**src/rtl/ram_bus_master_pkg.sv**
```systemverilog
// Shared types and defaults for the TestRam bus master: FSM state encoding and width defaults.
package ram_bus_master_pkg;

  localparam int unsigned ADDR_WIDTH_DEF = 16;
  localparam int unsigned DATA_WIDTH_DEF = 8;
  localparam int unsigned TIMEOUT_DEF    = 255;
  localparam int unsigned TIMER_WIDTH    = 8;

  typedef enum logic [2:0] {
    ST_IDLE     = 3'd0,
    ST_ISSUE_LO = 3'd1,
    ST_WAIT_LO  = 3'd2,
    ST_ISSUE_HI = 3'd3,
    ST_WAIT_HI  = 3'd4,
    ST_RESP     = 3'd5
  } state_t;

endpackage

```
**src/rtl/ram_bus_master_if.sv**
```systemverilog
// CPU request/response and TestRam signals of the bus master, with both-side views.
interface ram_bus_master_if #(
  parameter int unsigned ADDR_WIDTH = ram_bus_master_pkg::ADDR_WIDTH_DEF,
  parameter int unsigned DATA_WIDTH = ram_bus_master_pkg::DATA_WIDTH_DEF
);

  logic                    req_valid;
  logic                    req_ready;
  logic                    req_we;
  logic                    req_wide;
  logic [ADDR_WIDTH-1:0]   req_addr;
  logic [2*DATA_WIDTH-1:0] req_wdata;

  logic                    rsp_valid;
  logic                    rsp_ready;
  logic [2*DATA_WIDTH-1:0] rsp_rdata;
  logic                    rsp_err;

  logic                    ram_we;
  logic [ADDR_WIDTH-1:0]   ram_addr;
  logic [DATA_WIDTH-1:0]   ram_wdata;
  logic [DATA_WIDTH-1:0]   ram_rdata;
  logic                    ram_ready;

  modport master (
    input  req_valid, req_we, req_wide, req_addr, req_wdata, rsp_ready, ram_rdata, ram_ready,
    output req_ready, rsp_valid, rsp_rdata, rsp_err, ram_we, ram_addr, ram_wdata
  );

  modport slave (
    output req_valid, req_we, req_wide, req_addr, req_wdata, rsp_ready, ram_rdata, ram_ready,
    input  req_ready, rsp_valid, rsp_rdata, rsp_err, ram_we, ram_addr, ram_wdata
  );

endinterface

```
**src/rtl/ram_bus_master_access_timer.sv**
```systemverilog
// Per-byte WAIT timer: 8-bit counter with clear/enable and a terminal-count flag.
module ram_bus_master_access_timer
  import ram_bus_master_pkg::*;
#(
  parameter int unsigned TIMEOUT_CYCLES = TIMEOUT_DEF
) (
  input  logic clk,
  input  logic rst,
  input  logic clr,
  input  logic en,
  output logic tc_c
);

  logic [TIMER_WIDTH-1:0] count;

  always_ff @(posedge clk or negedge rst) begin
    if (!rst) begin
      count <= '0;
    end else if (clr) begin
      count <= '0;
    end else if (en) begin
      count <= count + TIMER_WIDTH'(1);
    end
  end

  // High when one more enabled cycle brings the count to TIMEOUT_CYCLES.
  assign tc_c = (count == TIMER_WIDTH'(TIMEOUT_CYCLES - 1));

endmodule

```
**src/rtl/ram_bus_master.sv**
```systemverilog
// TestRam initiator: turns byte/16-bit CPU requests into one or two byte accesses
// and returns a single response, aborting with rsp_err if data_ready never comes.
module ram_bus_master
  import ram_bus_master_pkg::*;
#(
  parameter int unsigned ADDR_WIDTH     = ADDR_WIDTH_DEF,
  parameter int unsigned DATA_WIDTH     = DATA_WIDTH_DEF,
  parameter int unsigned TIMEOUT_CYCLES = TIMEOUT_DEF
) (
  input logic               clk,
  input logic               rst,
  ram_bus_master_if.master  bus
);

  localparam int unsigned RDW = 2 * DATA_WIDTH;

  state_t                  state_q, state_d;
  logic                    we_q, we_d;
  logic                    wide_q, wide_d;
  logic [ADDR_WIDTH-1:0]   addr_q, addr_d;
  logic [RDW-1:0]          wdata_q, wdata_d;

  logic                    req_ready_q, req_ready_d;
  logic                    rsp_valid_q, rsp_valid_d;
  logic [RDW-1:0]          rsp_rdata_q, rsp_rdata_d;
  logic                    rsp_err_q, rsp_err_d;
  logic                    ram_we_q, ram_we_d;
  logic [ADDR_WIDTH-1:0]   ram_addr_q, ram_addr_d;
  logic [DATA_WIDTH-1:0]   ram_wdata_q, ram_wdata_d;

  logic                    timer_clr;
  logic                    timer_en;
  logic                    timer_tc_c;

  ram_bus_master_access_timer #(
    .TIMEOUT_CYCLES (TIMEOUT_CYCLES)
  ) u_timer (
    .clk  (clk),
    .rst  (rst),
    .clr  (timer_clr),
    .en   (timer_en),
    .tc_c (timer_tc_c)
  );

  // State and registered outputs.
  always_ff @(posedge clk or negedge rst) begin
    if (!rst) begin
      state_q     <= ST_IDLE;
      we_q        <= 1'b0;
      wide_q      <= 1'b0;
      addr_q      <= '0;
      wdata_q     <= '0;
      req_ready_q <= 1'b0;
      rsp_valid_q <= 1'b0;
      rsp_rdata_q <= '0;
      rsp_err_q   <= 1'b0;
      ram_we_q    <= 1'b0;
      ram_addr_q  <= '0;
      ram_wdata_q <= '0;
    end else begin
      state_q     <= state_d;
      we_q        <= we_d;
      wide_q      <= wide_d;
      addr_q      <= addr_d;
      wdata_q     <= wdata_d;
      req_ready_q <= req_ready_d;
      rsp_valid_q <= rsp_valid_d;
      rsp_rdata_q <= rsp_rdata_d;
      rsp_err_q   <= rsp_err_d;
      ram_we_q    <= ram_we_d;
      ram_addr_q  <= ram_addr_d;
      ram_wdata_q <= ram_wdata_d;
    end
  end

  // Next state and next register values; RAM drive changes on entry to an ISSUE state.
  always_comb begin
    state_d     = state_q;
    we_d        = we_q;
    wide_d      = wide_q;
    addr_d      = addr_q;
    wdata_d     = wdata_q;
    rsp_valid_d = rsp_valid_q;
    rsp_rdata_d = rsp_rdata_q;
    rsp_err_d   = rsp_err_q;
    ram_we_d    = ram_we_q;
    ram_addr_d  = ram_addr_q;
    ram_wdata_d = ram_wdata_q;
    timer_clr   = 1'b0;
    timer_en    = 1'b0;

    unique case (state_q)
      ST_IDLE: begin
        if (bus.req_valid && req_ready_q) begin
          we_d        = bus.req_we;
          wide_d      = bus.req_wide;
          addr_d      = bus.req_addr;
          wdata_d     = bus.req_wdata;
          ram_we_d    = bus.req_we;
          ram_addr_d  = bus.req_addr;
          ram_wdata_d = bus.req_wdata[DATA_WIDTH-1:0];
          rsp_rdata_d = '0;
          rsp_err_d   = 1'b0;
          state_d     = ST_ISSUE_LO;
        end
      end

      ST_ISSUE_LO: begin
        timer_clr = 1'b1;
        state_d   = ST_WAIT_LO;
      end

      ST_ISSUE_HI: begin
        timer_clr = 1'b1;
        state_d   = ST_WAIT_HI;
      end

      ST_WAIT_LO, ST_WAIT_HI: begin
        if (bus.ram_ready) begin
          ram_we_d = 1'b0;
          if (!we_q) begin
            if (state_q == ST_WAIT_HI) begin
              rsp_rdata_d[DATA_WIDTH +: DATA_WIDTH] = bus.ram_rdata;
            end else begin
              rsp_rdata_d[DATA_WIDTH-1:0] = bus.ram_rdata;
            end
          end
          if (state_q == ST_WAIT_LO && wide_q) begin
            // addr+1 wraps naturally at the address width.
            ram_addr_d  = addr_q + ADDR_WIDTH'(1);
            ram_wdata_d = wdata_q[DATA_WIDTH +: DATA_WIDTH];
            ram_we_d    = we_q;
            state_d     = ST_ISSUE_HI;
          end else begin
            rsp_valid_d = 1'b1;
            state_d     = ST_RESP;
          end
        end else begin
          timer_en = 1'b1;
          if (timer_tc_c) begin
            ram_we_d    = 1'b0;
            rsp_err_d   = 1'b1;
            rsp_valid_d = 1'b1;
            state_d     = ST_RESP;
          end
        end
      end

      ST_RESP: begin
        if (bus.rsp_ready) begin
          rsp_valid_d = 1'b0;
          state_d     = ST_IDLE;
        end
      end

      default: begin
        state_d = ST_IDLE;
      end
    endcase

    req_ready_d = (state_d == ST_IDLE);
  end

  assign bus.req_ready = req_ready_q;
  assign bus.rsp_valid = rsp_valid_q;
  assign bus.rsp_rdata = rsp_rdata_q;
  assign bus.rsp_err   = rsp_err_q;
  assign bus.ram_we    = ram_we_q;
  assign bus.ram_addr  = ram_addr_q;
  assign bus.ram_wdata = ram_wdata_q;

endmodule

```
**src/flat_wrapper.sv**
```systemverilog
// flat-port wrapper written by rule: the top's interface ports become plain ports
module ram_bus_master_flat import ram_bus_master_pkg::*;
#(
  parameter int unsigned ADDR_WIDTH     = ADDR_WIDTH_DEF,
  parameter int unsigned DATA_WIDTH     = DATA_WIDTH_DEF,
  parameter int unsigned TIMEOUT_CYCLES = TIMEOUT_DEF
)
  (clk, rst, bus_req_valid, bus_req_we, bus_req_wide, bus_req_addr, bus_req_wdata, bus_rsp_ready, bus_ram_rdata, bus_ram_ready, bus_req_ready, bus_rsp_valid, bus_rsp_rdata, bus_rsp_err, bus_ram_we, bus_ram_addr, bus_ram_wdata);
  ram_bus_master_if #(.ADDR_WIDTH(ADDR_WIDTH), .DATA_WIDTH(DATA_WIDTH)) bus_i ();
  input logic clk;
  input logic rst;
  input wire logic [$bits(bus_i.req_valid)-1:0] bus_req_valid;
  input wire logic [$bits(bus_i.req_we)-1:0] bus_req_we;
  input wire logic [$bits(bus_i.req_wide)-1:0] bus_req_wide;
  input wire logic [$bits(bus_i.req_addr)-1:0] bus_req_addr;
  input wire logic [$bits(bus_i.req_wdata)-1:0] bus_req_wdata;
  input wire logic [$bits(bus_i.rsp_ready)-1:0] bus_rsp_ready;
  input wire logic [$bits(bus_i.ram_rdata)-1:0] bus_ram_rdata;
  input wire logic [$bits(bus_i.ram_ready)-1:0] bus_ram_ready;
  output wire logic [$bits(bus_i.req_ready)-1:0] bus_req_ready;
  output wire logic [$bits(bus_i.rsp_valid)-1:0] bus_rsp_valid;
  output wire logic [$bits(bus_i.rsp_rdata)-1:0] bus_rsp_rdata;
  output wire logic [$bits(bus_i.rsp_err)-1:0] bus_rsp_err;
  output wire logic [$bits(bus_i.ram_we)-1:0] bus_ram_we;
  output wire logic [$bits(bus_i.ram_addr)-1:0] bus_ram_addr;
  output wire logic [$bits(bus_i.ram_wdata)-1:0] bus_ram_wdata;
  assign bus_i.req_valid = bus_req_valid;
  assign bus_i.req_we = bus_req_we;
  assign bus_i.req_wide = bus_req_wide;
  assign bus_i.req_addr = bus_req_addr;
  assign bus_i.req_wdata = bus_req_wdata;
  assign bus_i.rsp_ready = bus_rsp_ready;
  assign bus_i.ram_rdata = bus_ram_rdata;
  assign bus_i.ram_ready = bus_ram_ready;
  assign bus_req_ready = bus_i.req_ready;
  assign bus_rsp_valid = bus_i.rsp_valid;
  assign bus_rsp_rdata = bus_i.rsp_rdata;
  assign bus_rsp_err = bus_i.rsp_err;
  assign bus_ram_we = bus_i.ram_we;
  assign bus_ram_addr = bus_i.ram_addr;
  assign bus_ram_wdata = bus_i.ram_wdata;
  ram_bus_master #(.ADDR_WIDTH(ADDR_WIDTH), .DATA_WIDTH(DATA_WIDTH), .TIMEOUT_CYCLES(TIMEOUT_CYCLES)) u_core (.clk(clk), .rst(rst), .bus(bus_i));
endmodule
```
**config.mk**
```make
export PLATFORM = sky130hd
export DESIGN_NAME = ram_bus_master_flat
export DESIGN_NICKNAME = d
export VERILOG_FILES = /design/src/rtl/ram_bus_master_pkg.sv /design/src/rtl/ram_bus_master_if.sv /design/src/rtl/ram_bus_master_access_timer.sv /design/src/rtl/ram_bus_master.sv /design/src/flat_wrapper.sv
export SDC_FILE = /design/constraint.sdc
export NUM_CORES = 1
export LEC_CHECK = 0
export ABC_CLOCK_PERIOD_IN_PS = 2980
export CAP_MARGIN = 20
export CORE_UTILIZATION = 45
export DETAILED_ROUTE_END_ITERATION = 7
export GPL_TIMING_DRIVEN = 0
export PLACE_DENSITY_LB_ADDON = 0.15
export SYNTH_ARGS = -nofsm -noshare
export SYNTH_HDL_FRONTEND = slang
export SYNTH_SLANG_ARGS = --single-unit
```
**constraint.sdc**
```tcl
create_clock -name clk -period 2.98 [get_ports clk]
set_input_delay 0.596 -clock clk [delete_from_list [all_inputs] [get_ports clk]]
set_output_delay 0.596 -clock clk [all_outputs]
set_load 0.02 [all_outputs]
```
==> impl_metrics.env <==
export IMPL_period_minus_slack_ns=2.253
export IMPL_finalHoldViolations=0
export IMPL_initial_core_util_pct=46.98
export IMPL_synth_cell_types=39
export IMPL_finalPower_uw=5324
export IMPL_layout_common_cells="clkdlybuf4s50_1 (89), dfrtp_1 (81), nand2_1 (47)"
export IMPL_crit_fanout=10
export IMPL_gp_congestion=0.8374
export IMPL_syn_avg_cell_area_sq_um=10.45
export IMPL_drtIter0Drc=97
export IMPL_syn_instance_count=373
export IMPL_worstSkewPairLatency_ns=0.35
export IMPL_nets=525
export IMPL_wire_per_inst_um=15.64
export IMPL_hold_ws_ns=0.1165
export IMPL_syn_nets=423
export IMPL_vias=3187
export IMPL_cts_tree="done"
export IMPL_clock_skew_ns=0.009854
export IMPL_cp_arrival_ns=2.48
export IMPL_post_cts_resized=0
export IMPL_timing_fmax_mhz=443.8
export IMPL_status="finished, final reports clean"
export IMPL_cts_made_buffers=9
export IMPL_grt_pass1_wl_um=14840
export IMPL_startpoint_type="input pin"
export IMPL_grt_ovfl_total=0
export IMPL_cts_buffer_depth=2
export IMPL_n_antenna_cell=0
export IMPL_worst_pin_slew_ns=0.7229
export IMPL_place_area_sq_mm=0.004956
export IMPL_clk_pin_slew_worst_paths_ns=0.08
export IMPL_fin_area_sq_mm=0.005200
export IMPL_ys_ff_latch=81
export IMPL_worst_setup_path_type="in -> reg"
export IMPL_clockRootBuffer="clkbuf_8"
export IMPL_dp_final_hpwl_um=6550
export IMPL_drc_errors=0
export IMPL_die_w_um=95.08
export IMPL_die_area_sq_mm=0.009040
export IMPL_r2r_start="u_core.state_q[1]$_DFF_PN0_"
export IMPL_finalCritPeriodShare_pct=75.61
export IMPL_viasPerCell=5.448
export IMPL_postCtsSetupBuffers=0
export IMPL_setup_viol=0
export IMPL_io_pins=91
export IMPL_netlist_area_sq_mm=0.003899
export IMPL_rsz0062_at_grt="false"
export IMPL_ys_seq_area_share_pct=51.99
export IMPL_final_common_cell="clkdlybuf4s50_1"
export IMPL_ant_nets=0
export IMPL_leakage_uw=0.002192
export IMPL_core_area_sq_mm=0.008299
export IMPL_fill_cells=717
export IMPL_first_global_vias=3096
export IMPL_antenna_found_initial=0
export IMPL_die_h_um=95.08
export IMPL_area_delta_synth_final_pct=33.38
export IMPL_cellPowerDensity_mw_per_mm2=1024
export IMPL_r2r_cells=4
export IMPL_grt_max_degree=65
export IMPL_cts_sinks=81
export IMPL_io_buffers=90
export IMPL_hold_buffers=0
export IMPL_worst_setup_path_end_kind="flip-flop"
export IMPL_grt_use_total_pct=21.38
export IMPL_ir_drop_mv=0.4158
export IMPL_cap_violations=0
export IMPL_cp_required_ns=3.21
export IMPL_synth_warnings=0
export IMPL_rows=33
export IMPL_max_slew_margin_pct=51.45
export IMPL_wl_um=9151
export IMPL_first_pass_iters=4
export IMPL_htreeDepth=3
export IMPL_r2r_end="u_core.addr_q[2]$_DFFE_PN0P_"
export IMPL_hp_class="in -> async"
export IMPL_drive_gt1_share_pct=11.67
export IMPL_drv_slew=0
export IMPL_regToRegSetupSlack_ns=0.91
==> routing by layer <==
metal | vias to the layer above | global-route usage (%) | part of all wire [%]
li1 | 1523 | - | -
met1 | 1567 | 27.54 | 45
met2 | 86 | 35.24 | 48
met3 | 11 | 5.263 | 6.1
met4 | 0 | 7.071 | 1.5
met5 | - | 0 | 0
==> Yosys cell counts (all sizes together) <==
library cell / n / share of area, %
a21oi: 16 / 2.1
inv: 3 / 0.29
nor4: 4 / 1.4
o21ai: 40 / 5.1
xor2: 11 / 2.5
or3: 1 / 0.16
nand4: 6 / 0.96
ha: 3 / 0.96
nor2: 31 / 3.0
a2bb2oi: 1 / 0.22
nor2b: 2 / 0.32
o31ai: 4 / 0.77
a32o: 9 / 2.3
buf: 10 / 1.5
mux2i: 13 / 3.3
o211ai: 1 / 0.19
a21o: 2 / 0.38
a31oi: 1 / 0.16
a22oi: 8 / 1.5
mux2: 26 / 7.5
o21a: 1 / 0.19
o2111ai: 4 / 0.90
nand2: 47 / 4.5
o21ba: 1 / 0.26
nor3: 3 / 0.38
or2: 1 / 0.16
clkbuf: 10 / 0.96
and3: 3 / 0.48
nor4b: 1 / 0.38
nand2b: 10 / 1.6
xnor2: 8 / 1.8
nand3: 8 / 1.0
and2: 1 / 0.16
a22o: 2 / 0.45
dfrtp: 81 / 52
==> worst max-delay path, stage by stage <==
cell and delay, ns:
clkdlybuf4s50_1 0.50, nand2_1 0.13, nor4_4 0.57, buf_4 0.32
mux2_2 0.35
==> through the flow <==
stage / setup WS (ns) / setup TNS (ns) / cells / util (%)
final: 0.7268 / 0 / 585 / 62.66
after global routing: 0.6110 / 0 / 585 / 62.66
after CTS: 0.6911 / 0 / 585 / 62.66
after floorplan: 1.208 / 0 / 373 / -
after global placement: -1.596 / -128.83 / 568 / 59.41
after detailed placement: 0.3236 / 0 / 569 / 59.72
==> final cells by class <==
class	count	area (sq um)	share of cell area [%]
flip-flops and latches	81	2027	38.98
clock inverters	5	102.6	1.973
multi-input cells	269	1763	33.90
inverters	3	11.26	0.2166
plain buffers	20	97.59	1.877
repair buffers	91	925.9	17.81
well taps	105	131.4	2.526
clock buffers	11	141.4	2.719
==> state kept, by name (all words and copies together), names as in the netlist, 3 cells and up <==
name                  cells
u_core.bus.ram_addr      16
u_core.bus.ram_wdata      8
u_core.u_timer.count      8
u_core.bus.rsp_rdata     16
u_core.state_q            3
u_core.addr_q            16
u_core.wdata_q            8
==> cell families after synthesis <==
| logic type | share of synthesized area [%] |
|---|---|
| muxes | 10.85 |
| DFF | 51.99 |
| and+or+nand+nor | 14.57 |
| adders and majority gates | 0.9629 |
| AOI/OAI and AO/OA | 14.57 |
| xor gates and xnor gates | 4.268 |
| buffers and inverters | 2.792 |
==> where the power goes <==
group / leakage (uW) / internal [uW] / total (uW) / switching, uW
sequential: 0.00102 / 1570 / 1910 / 349
combinational: 0.00105 / 1150 / 2450 / 1290
clock: 0.000120 / 579 / 965 / 386
total: 0.00219 / 3290 / 5320 / 2030
==> worst max path at each step <==
stage,start,to,cells after the start
after CTS,bus_req_valid,u_core.addr_q[2]$_DFFE_PN0P_,5
after global placement,rst,u_core.wdata_q[10]$_DFFE_PN0P_,1
final,bus_req_valid,u_core.addr_q[2]$_DFFE_PN0P_,5
after global routing,bus_ram_ready,u_core.bus.ram_addr[6]$_DFFE_PN0P_,6
after detailed placement,bus_req_valid,u_core.addr_q[2]$_DFFE_PN0P_,5
after floorplan,bus_req_valid,u_core.addr_q[0]$_DFFE_PN0P_,4
(Power assumes the default switching activity.)
